===== src/rtl/seg7_scroll_sequencer.sv =====
// Scrolling-message controller for a 4-digit seven-segment display: stores the
// message, sequences scroll offset, blink phase and digit scan, all on one clock.
module seg7_scroll_sequencer #(
   parameter int MSG_LEN     = 18,
   parameter int SCAN_DIV    = 32768,
   parameter int STEP_DIV    = 16777216,
   parameter int BLINK_DIV   = 2097152,
   parameter int SWING_STEPS = 15
) (
   input  logic       clk_i,
   input  logic       rst_i,
   input  logic       load_valid_i,
   input  logic [3:0] load_data_i,
   output logic       load_ready_o,
   input  logic       speed_i,
   input  logic       swing_i,
   input  logic       dir_i,
   input  logic       blink_en_i,
   output logic [3:0] digit_sel_o,
   output logic [3:0] nibble_o,
   output logic       blank_o,
   output logic       busy_o
);

   localparam int PTR_W   = (MSG_LEN > 1) ? $clog2(MSG_LEN) : 1;
   localparam int SUM_W   = PTR_W + 1;
   localparam int SCAN_W  = (SCAN_DIV > 1) ? $clog2(SCAN_DIV) : 1;
   localparam int STEP_W  = (STEP_DIV > 1) ? $clog2(STEP_DIV) : 1;
   localparam int BLINK_W = (BLINK_DIV > 1) ? $clog2(BLINK_DIV) : 1;
   localparam int SWING_W = (SWING_STEPS > 1) ? $clog2(SWING_STEPS + 1) : 1;

   localparam logic [PTR_W-1:0]   LAST_PTR       = PTR_W'(MSG_LEN - 1);
   localparam logic [SUM_W-1:0]   LEN_SUM        = SUM_W'(MSG_LEN);
   localparam logic [SCAN_W-1:0]  SCAN_LAST      = SCAN_W'(SCAN_DIV - 1);
   localparam logic [STEP_W-1:0]  STEP_LAST_SLOW = STEP_W'(STEP_DIV - 1);
   localparam logic [STEP_W-1:0]  STEP_LAST_FAST = STEP_W'(STEP_DIV / 2 - 1);
   localparam logic [BLINK_W-1:0] BLINK_LAST     = BLINK_W'(BLINK_DIV - 1);
   localparam logic [SWING_W-1:0] SWING_LAST     = SWING_W'(SWING_STEPS - 1);

   typedef enum logic [1:0] {
      IDLE = 2'd0,
      LOAD = 2'd1,
      RUN  = 2'd2
   } stateT;

   stateT              state_q, state_d;
   logic [3:0]         msgBuf_q [MSG_LEN];
   logic [PTR_W-1:0]   wrPtr_q, wrPtr_d;
   logic [PTR_W-1:0]   wrAddr;
   logic [PTR_W-1:0]   offset_q, offset_d;
   logic [1:0]         idx_q, idx_d;
   logic [SCAN_W-1:0]  scanCnt_q, scanCnt_d;
   logic [STEP_W-1:0]  stepCnt_q, stepCnt_d;
   logic [STEP_W-1:0]  stepLast;
   logic [BLINK_W-1:0] blinkCnt_q, blinkCnt_d;
   logic               blinkPh_q, blinkPh_d;
   logic [SWING_W-1:0] swingCnt_q, swingCnt_d;
   logic               swingDir_q, swingDir_d;
   logic               moveLeft;
   logic [SUM_W-1:0]   rdSum, rdWrapped;
   logic [PTR_W-1:0]   rdAddr;
   logic               showing;
   logic [3:0]         digitSel_q, digitSel_d;
   logic [3:0]         nibble_q, nibble_d;
   logic               blank_q, blank_d;
   logic               busy_q, busy_d;

   always_ff @(posedge clk_i) begin
      if (rst_i) begin
         state_q <= IDLE;
      end else begin
         state_q <= state_d;
      end
   end

   // Any accepted nibble outside LOAD starts a fresh message, aborting RUN.
   always_comb begin
      state_d = state_q;
      case (state_q)
         IDLE: begin
            if (load_valid_i) state_d = LOAD;
         end
         LOAD: begin
            if (load_valid_i && (wrPtr_q == LAST_PTR)) state_d = RUN;
         end
         RUN: begin
            if (load_valid_i) state_d = LOAD;
         end
         default: state_d = IDLE;
      endcase
   end

   assign wrAddr = (state_q == LOAD) ? wrPtr_q : '0;

   always_ff @(posedge clk_i) begin
      if (!rst_i && load_valid_i) begin
         msgBuf_q[wrAddr] <= load_data_i;
      end
   end

   always_comb begin
      wrPtr_d    = wrPtr_q;
      offset_d   = offset_q;
      idx_d      = idx_q;
      scanCnt_d  = scanCnt_q;
      stepCnt_d  = stepCnt_q;
      swingCnt_d = swingCnt_q;
      swingDir_d = swingDir_q;
      stepLast   = speed_i ? STEP_LAST_FAST : STEP_LAST_SLOW;
      moveLeft   = swing_i ? ~swingDir_q : ~dir_i;
      case (state_q)
         RUN: begin
            if (load_valid_i) begin
               wrPtr_d   = PTR_W'(1);
               idx_d     = '0;
               scanCnt_d = '0;
               stepCnt_d = '0;
            end else begin
               if (scanCnt_q == SCAN_LAST) begin
                  scanCnt_d = '0;
                  idx_d     = idx_q + 2'd1;
               end else begin
                  scanCnt_d = scanCnt_q + 1'b1;
               end
               // A >= compare also catches a count stranded above a shorter fast period.
               if (stepCnt_q >= stepLast) begin
                  stepCnt_d = '0;
                  if (moveLeft) begin
                     offset_d = (offset_q == LAST_PTR) ? '0 : offset_q + 1'b1;
                  end else begin
                     offset_d = (offset_q == '0) ? LAST_PTR : offset_q - 1'b1;
                  end
                  if (swing_i) begin
                     if (swingCnt_q == SWING_LAST) begin
                        swingCnt_d = '0;
                        swingDir_d = ~swingDir_q;
                     end else begin
                        swingCnt_d = swingCnt_q + 1'b1;
                     end
                  end
               end else begin
                  stepCnt_d = stepCnt_q + 1'b1;
               end
            end
         end
         LOAD: begin
            idx_d     = '0;
            scanCnt_d = '0;
            stepCnt_d = '0;
            if (load_valid_i) begin
               if (wrPtr_q == LAST_PTR) begin
                  wrPtr_d    = '0;
                  offset_d   = '0;
                  swingCnt_d = '0;
                  swingDir_d = 1'b0;
               end else begin
                  wrPtr_d = wrPtr_q + 1'b1;
               end
            end
         end
         default: begin
            idx_d     = '0;
            scanCnt_d = '0;
            stepCnt_d = '0;
            if (load_valid_i) wrPtr_d = PTR_W'(1);
         end
      endcase
      if (!swing_i) swingCnt_d = '0;
   end

   always_comb begin
      blinkCnt_d = blinkCnt_q;
      blinkPh_d  = blinkPh_q;
      if (!blink_en_i || (state_q != RUN)) begin
         blinkCnt_d = '0;
         blinkPh_d  = 1'b0;
      end else if (blinkCnt_q == BLINK_LAST) begin
         blinkCnt_d = '0;
         blinkPh_d  = ~blinkPh_q;
      end else begin
         blinkCnt_d = blinkCnt_q + 1'b1;
      end
   end

   always_ff @(posedge clk_i) begin
      if (rst_i) begin
         wrPtr_q    <= '0;
         offset_q   <= '0;
         idx_q      <= '0;
         scanCnt_q  <= '0;
         stepCnt_q  <= '0;
         blinkCnt_q <= '0;
         blinkPh_q  <= 1'b0;
         swingCnt_q <= '0;
         swingDir_q <= 1'b0;
      end else begin
         wrPtr_q    <= wrPtr_d;
         offset_q   <= offset_d;
         idx_q      <= idx_d;
         scanCnt_q  <= scanCnt_d;
         stepCnt_q  <= stepCnt_d;
         blinkCnt_q <= blinkCnt_d;
         blinkPh_q  <= blinkPh_d;
         swingCnt_q <= swingCnt_d;
         swingDir_q <= swingDir_d;
      end
   end

   // Digit idx shows character offset+(3-idx); 3-idx of a 2-bit value is its inverse.
   always_comb begin
      rdSum     = {1'b0, offset_q} + {{(SUM_W - 2){1'b0}}, ~idx_q};
      rdWrapped = (rdSum >= LEN_SUM) ? (rdSum - LEN_SUM) : rdSum;
      rdAddr    = rdWrapped[PTR_W-1:0];
   end

   always_comb begin
      showing    = (state_q == RUN) && !(blinkPh_q && blink_en_i);
      digitSel_d = showing ? ~(4'b0001 << idx_q) : 4'b1111;
      blank_d    = !showing;
      nibble_d   = (state_q == RUN) ? msgBuf_q[rdAddr] : 4'h0;
      busy_d     = (state_d == LOAD);
   end

   always_ff @(posedge clk_i) begin
      if (rst_i) begin
         digitSel_q <= 4'b1111;
         nibble_q   <= 4'h0;
         blank_q    <= 1'b1;
         busy_q     <= 1'b0;
      end else begin
         digitSel_q <= digitSel_d;
         nibble_q   <= nibble_d;
         blank_q    <= blank_d;
         busy_q     <= busy_d;
      end
   end

   assign load_ready_o = 1'b1;
   assign digit_sel_o  = digitSel_q;
   assign nibble_o     = nibble_q;
   assign blank_o      = blank_q;
   assign busy_o       = busy_q;

endmodule


===== config.mk =====
export PLATFORM = sky130hd
export DESIGN_NAME = seg7_scroll_sequencer
export DESIGN_NICKNAME = d
export VERILOG_FILES = /design/src/rtl/seg7_scroll_sequencer.sv
export SDC_FILE = /design/constraint.sdc
export NUM_CORES = 1
export LEC_CHECK = 0
export CORE_MARGIN = 2
export CORE_UTILIZATION = 30
export DETAILED_ROUTE_END_ITERATION = 8
export GPL_ROUTABILITY_DRIVEN = 0
export HOLD_SLACK_MARGIN = 0.06
export SYNTH_ARGS = -nofsm -noshare
export SYNTH_HDL_FRONTEND = slang
export SYNTH_SLANG_ARGS = --single-unit

===== constraint.sdc =====
create_clock -name clk_i -period 7.7 [get_ports clk_i]
set_input_delay 1.925 -clock clk_i [delete_from_list [all_inputs] [get_ports clk_i]]
set_output_delay 1.925 -clock clk_i [all_outputs]
set_load 0.005 [all_outputs]

==> results_dict.tcl <==
set metrics [dict create \
    die-width_um 164 \
    slowest_delay_ns 1.15 \
    slew_viol_final 0 \
    synthesis.nets 768 \
    synth.top_cell.area_share 0.282 \
    design.die.area_sq_um 26800 \
    via_count 5368 \
    pin_slew_with_the_least_headroom_to_its_limit_ns 1.00 \
    synth_enable_flop_cells 72 \
    crit_path_start_kind "flop" \
    synth.ff_latch_count 162 \
    timing.final.ws_setup_ns 3.28 \
    detailedRoute.firstPassIterationCount 5 \
    min-delay-path-class "flop to flop" \
    power_per_cell_area_nw_per_um2 205 \
    place_ws_ns 3.35 \
    hpwlAfterDp_um 10900 \
    synthesis.area_per_instance_sq_um 10.4 \
    cp_top_family "adder cells" \
    timing.critical_path.arrival_ns 4.73 \
    finalWirelength_um 16000 \
    layout.cell_area.non_filler_sq_um 8710 \
    final_min_period_over_clock_period 0.574 \
    largest_net_degree_at_the_start_of_global_routing 46 \
    final_net_count 774 \
    grt_use_total 0.125 \
    ys.warnings.count 0 \
    report.final.setup_viol 0 \
    initial_core_utilization 0.305 \
    post_route_cells_drive_above_1_share 0.0793 \
    drt_drc_violations_left 0 \
    grt_pass1_wl_um 26400 \
    wl_per_cell_um 14.7 \
    port-buffer-count 20 \
    floorplan.rows 58 \
    postPlaceCellArea_sq_um 8120 \
    slew-limit-headroom 0.329 \
    holdWs_ns 0.451 \
    unrepaired_setup_endpoints_after_global_routing "no" \
    cellLeakagePower_nw 2.89 \
    final_core_util 0.347 \
    run_status "finished, final reports clean" \
    critPathMostFrequentCell "sky130_fd_sc_hd__inv_1" \
    finalClockSkew_ns 0.0167 \
    postCtsHoldBufs 0 \
    report.final.hold_viol_count 0 \
    async_flop_share 0 \
    cap_violations 0 \
    initial_antenna_violation_count 0 \
    fmax_mhz 226 \
    antenna-diode-count 0 \
    cts_resized 0 \
    post_cts_buffers 0 \
    finalSetupTns_ns 0 \
    ys_top_cells_by_area "sky130_fd_sc_hd__edfxtp_1 28%, sky130_fd_sc_hd__dfxtp_1 24%, sky130_fd_sc_hd__nor2_1 5.5%" \
    cts_tree "done" \
    first_global_vias 5254 \
    synthDominantAreaCellType "sky130_fd_sc_hd__edfxtp_1" \
    worst_ep_required_time_ns 8.01 \
    syn_to_final_growth_pct 13.8 \
    criticalPathCategory "flop to flop" \
    number_of_instances_in_the_synthesized_netlist 738 \
    yosysUniqueCellTypes 65 \
    synth_seq_area_share 0.518 \
    synth_ff_type "sky130_fd_sc_hd__dfxtp_1" \
    drt_first_iter_violations 329 \
    crit_chain "ha_2 -> inv_1 -> fa_1 -> inv_1 -> a211oi_2 -> nor3_1 -> mux2i_1 -> or4_1 -> a2111oi_0 -> nor4_1" \
    crit_path_top_delay_cell "sky130_fd_sc_hd__fa_1" \
    clk_pin_slew_ns 0.07 \
    critical_path.max_fanout 27 \
    route.detailed.vias_per_inst 4.94 \
    clk_latency_ns 0.44 \
    max-clock-path-buffers 2 \
    overflow 0 \
    die_height_um 164 \
    ctsRootBufferMaster "sky130_fd_sc_hd__clkbuf_16" \
    peakVddDrop_mv 0.169 \
    critPathBufInv 2 \
    cp-end-kind "flop" \
    cts_inserted_buffers 17 \
    synth.cell_area_sq_um 7660 \
    num_io_pins 22 \
    placeableCoreArea_sq_um 25100 \
    final_antenna_net_count 0 \
    cts_num_sinks 162 \
    timing.final.crit_period_ns 4.42 \
    ctsHtreeMaxLevel 4 \
]
[Yosys cell counts (8+ instances only)]
master / n
sky130_fd_sc_hd__a2111oi_0: 14
sky130_fd_sc_hd__a211oi_1: 11
sky130_fd_sc_hd__a21oi_1: 21
sky130_fd_sc_hd__and2_1: 8
sky130_fd_sc_hd__and3_1: 16
sky130_fd_sc_hd__clkbuf_1: 20
sky130_fd_sc_hd__dfxtp_1: 90
sky130_fd_sc_hd__edfxtp_1: 72
sky130_fd_sc_hd__ha_1: 18
sky130_fd_sc_hd__inv_1: 21
sky130_fd_sc_hd__mux2_2: 8
sky130_fd_sc_hd__mux2i_1: 18
sky130_fd_sc_hd__nand2_1: 40
sky130_fd_sc_hd__nand3_1: 53
sky130_fd_sc_hd__nand4_1: 12
sky130_fd_sc_hd__nor2_1: 112
sky130_fd_sc_hd__nor2b_1: 9
sky130_fd_sc_hd__nor3_1: 11
sky130_fd_sc_hd__o21ai_0: 19
sky130_fd_sc_hd__xnor2_1: 23
sky130_fd_sc_hd__xor2_1: 35
[cells by family after synthesis]
family / after synthesis / synth area share
flip-flops: 162 / 0.518
AO/OA/AOI/OAI: 102 / 0.0961
other: 1 / 0.000490
XOR/XNOR: 59 / 0.0685
multiplexers: 32 / 0.0529
AND/OR/NAND/NOR: 308 / 0.201
adder cells (fa/ha/maj): 19 / 0.0320
buffers and inverters: 55 / 0.0315
[sequential cells by signal (all words and copies together), names as in the netlist, 2 cells and up]
signal / count
blinkCnt_q: 21
scanCnt_q: 15
offset_q: 5
swingCnt_q: 4
msgBuf_q: 72
nibble_o: 4
stepCnt_q: 24
state_q: 2
idx_q: 2
digit_sel_o: 4
wrPtr_q: 5
[report_power, final]
| part | internal (W) | switching, W |
|---|---|---|
| sequential | 0.000899 | 0.00000186 |
| clock | 0.000478 | 0.000374 |
| combinational | 0.00000958 | 0.0000194 |
| total | 0.00139 | 0.000395 |
[path summary, 6_finish.rpt]
kind,start,endpoint,slack (ns),cells past startpoint
min,blinkCnt_q[0],blinkCnt_q[0],0.45,1
min reg2reg,blinkCnt_q[0],blinkCnt_q[0],0.45,1
max reg2reg,offset_q[0],nibble_o[2],3.28,10
max,offset_q[0],nibble_o[2],3.28,10
[metrics by stage]
| step | total power (W) | std cells |
|---|---|---|
| 3_3_place_gp | 0.000949 | 1055 |
| 5_1_grt | 0.00184 | 1087 |
| 2_1_floorplan | 0.000933 | 738 |
| 4_1_cts | 0.00180 | 1087 |
| 3_5_place_dp | 0.000949 | 1055 |
| 6_report | 0.00178 | 1087 |
[worst reg2reg max path, stage by stage, from the launching register on]
cell and delay, ns:
sky130_fd_sc_hd__dfxtp_1 0.54, sky130_fd_sc_hd__ha_2 0.31, sky130_fd_sc_hd__inv_1 0.07, sky130_fd_sc_hd__fa_1 1.15
sky130_fd_sc_hd__inv_1 0.50, sky130_fd_sc_hd__a211oi_2 0.45, sky130_fd_sc_hd__nor3_1 0.11, sky130_fd_sc_hd__mux2i_1 0.19
sky130_fd_sc_hd__or4_1 0.50, sky130_fd_sc_hd__a2111oi_0 0.39, sky130_fd_sc_hd__nor4_1 0.09
[placed cells by master, fill, tap and decap left out, drive strengths merged, types with 20 or more instances in the layout]
master,count
nor2,112
dfxtp,90
edfxtp,72
nand3,53
nand2,40
xor2,36
inv,30
xnor2,23
a21oi,22
clkdlybuf4s50,20
[area by class of cell]
cell class                      count  area [sq um]
Clock buffer                       19           454
Clock inverter                     13           139
Fill cell                        2524         16400
Inverter                           21          78.8
Multi-Input combinational cell    521          3460
Sequential cell                   162          3960
Tap cell                          330           413
Timing Repair Buffer               21           208
[routing by layer]
| metal | track usage | vias to the layer above | part of all wire | wire (um) |
|---|---|---|---|---|
| met5 | 0 | - | 0 | 0 |
| met4 | 0.0626 | 0 | 0.025 | 404 |
| met3 | 0.0222 | 25 | 0.031 | 488 |
| met2 | 0.204 | 80 | 0.47 | 7570 |
| met1 | 0.160 | 2582 | 0.47 | 7540 |
| li1 | - | 2681 | - | - |
No activity file was read; power rests on OpenSTA's default activity.
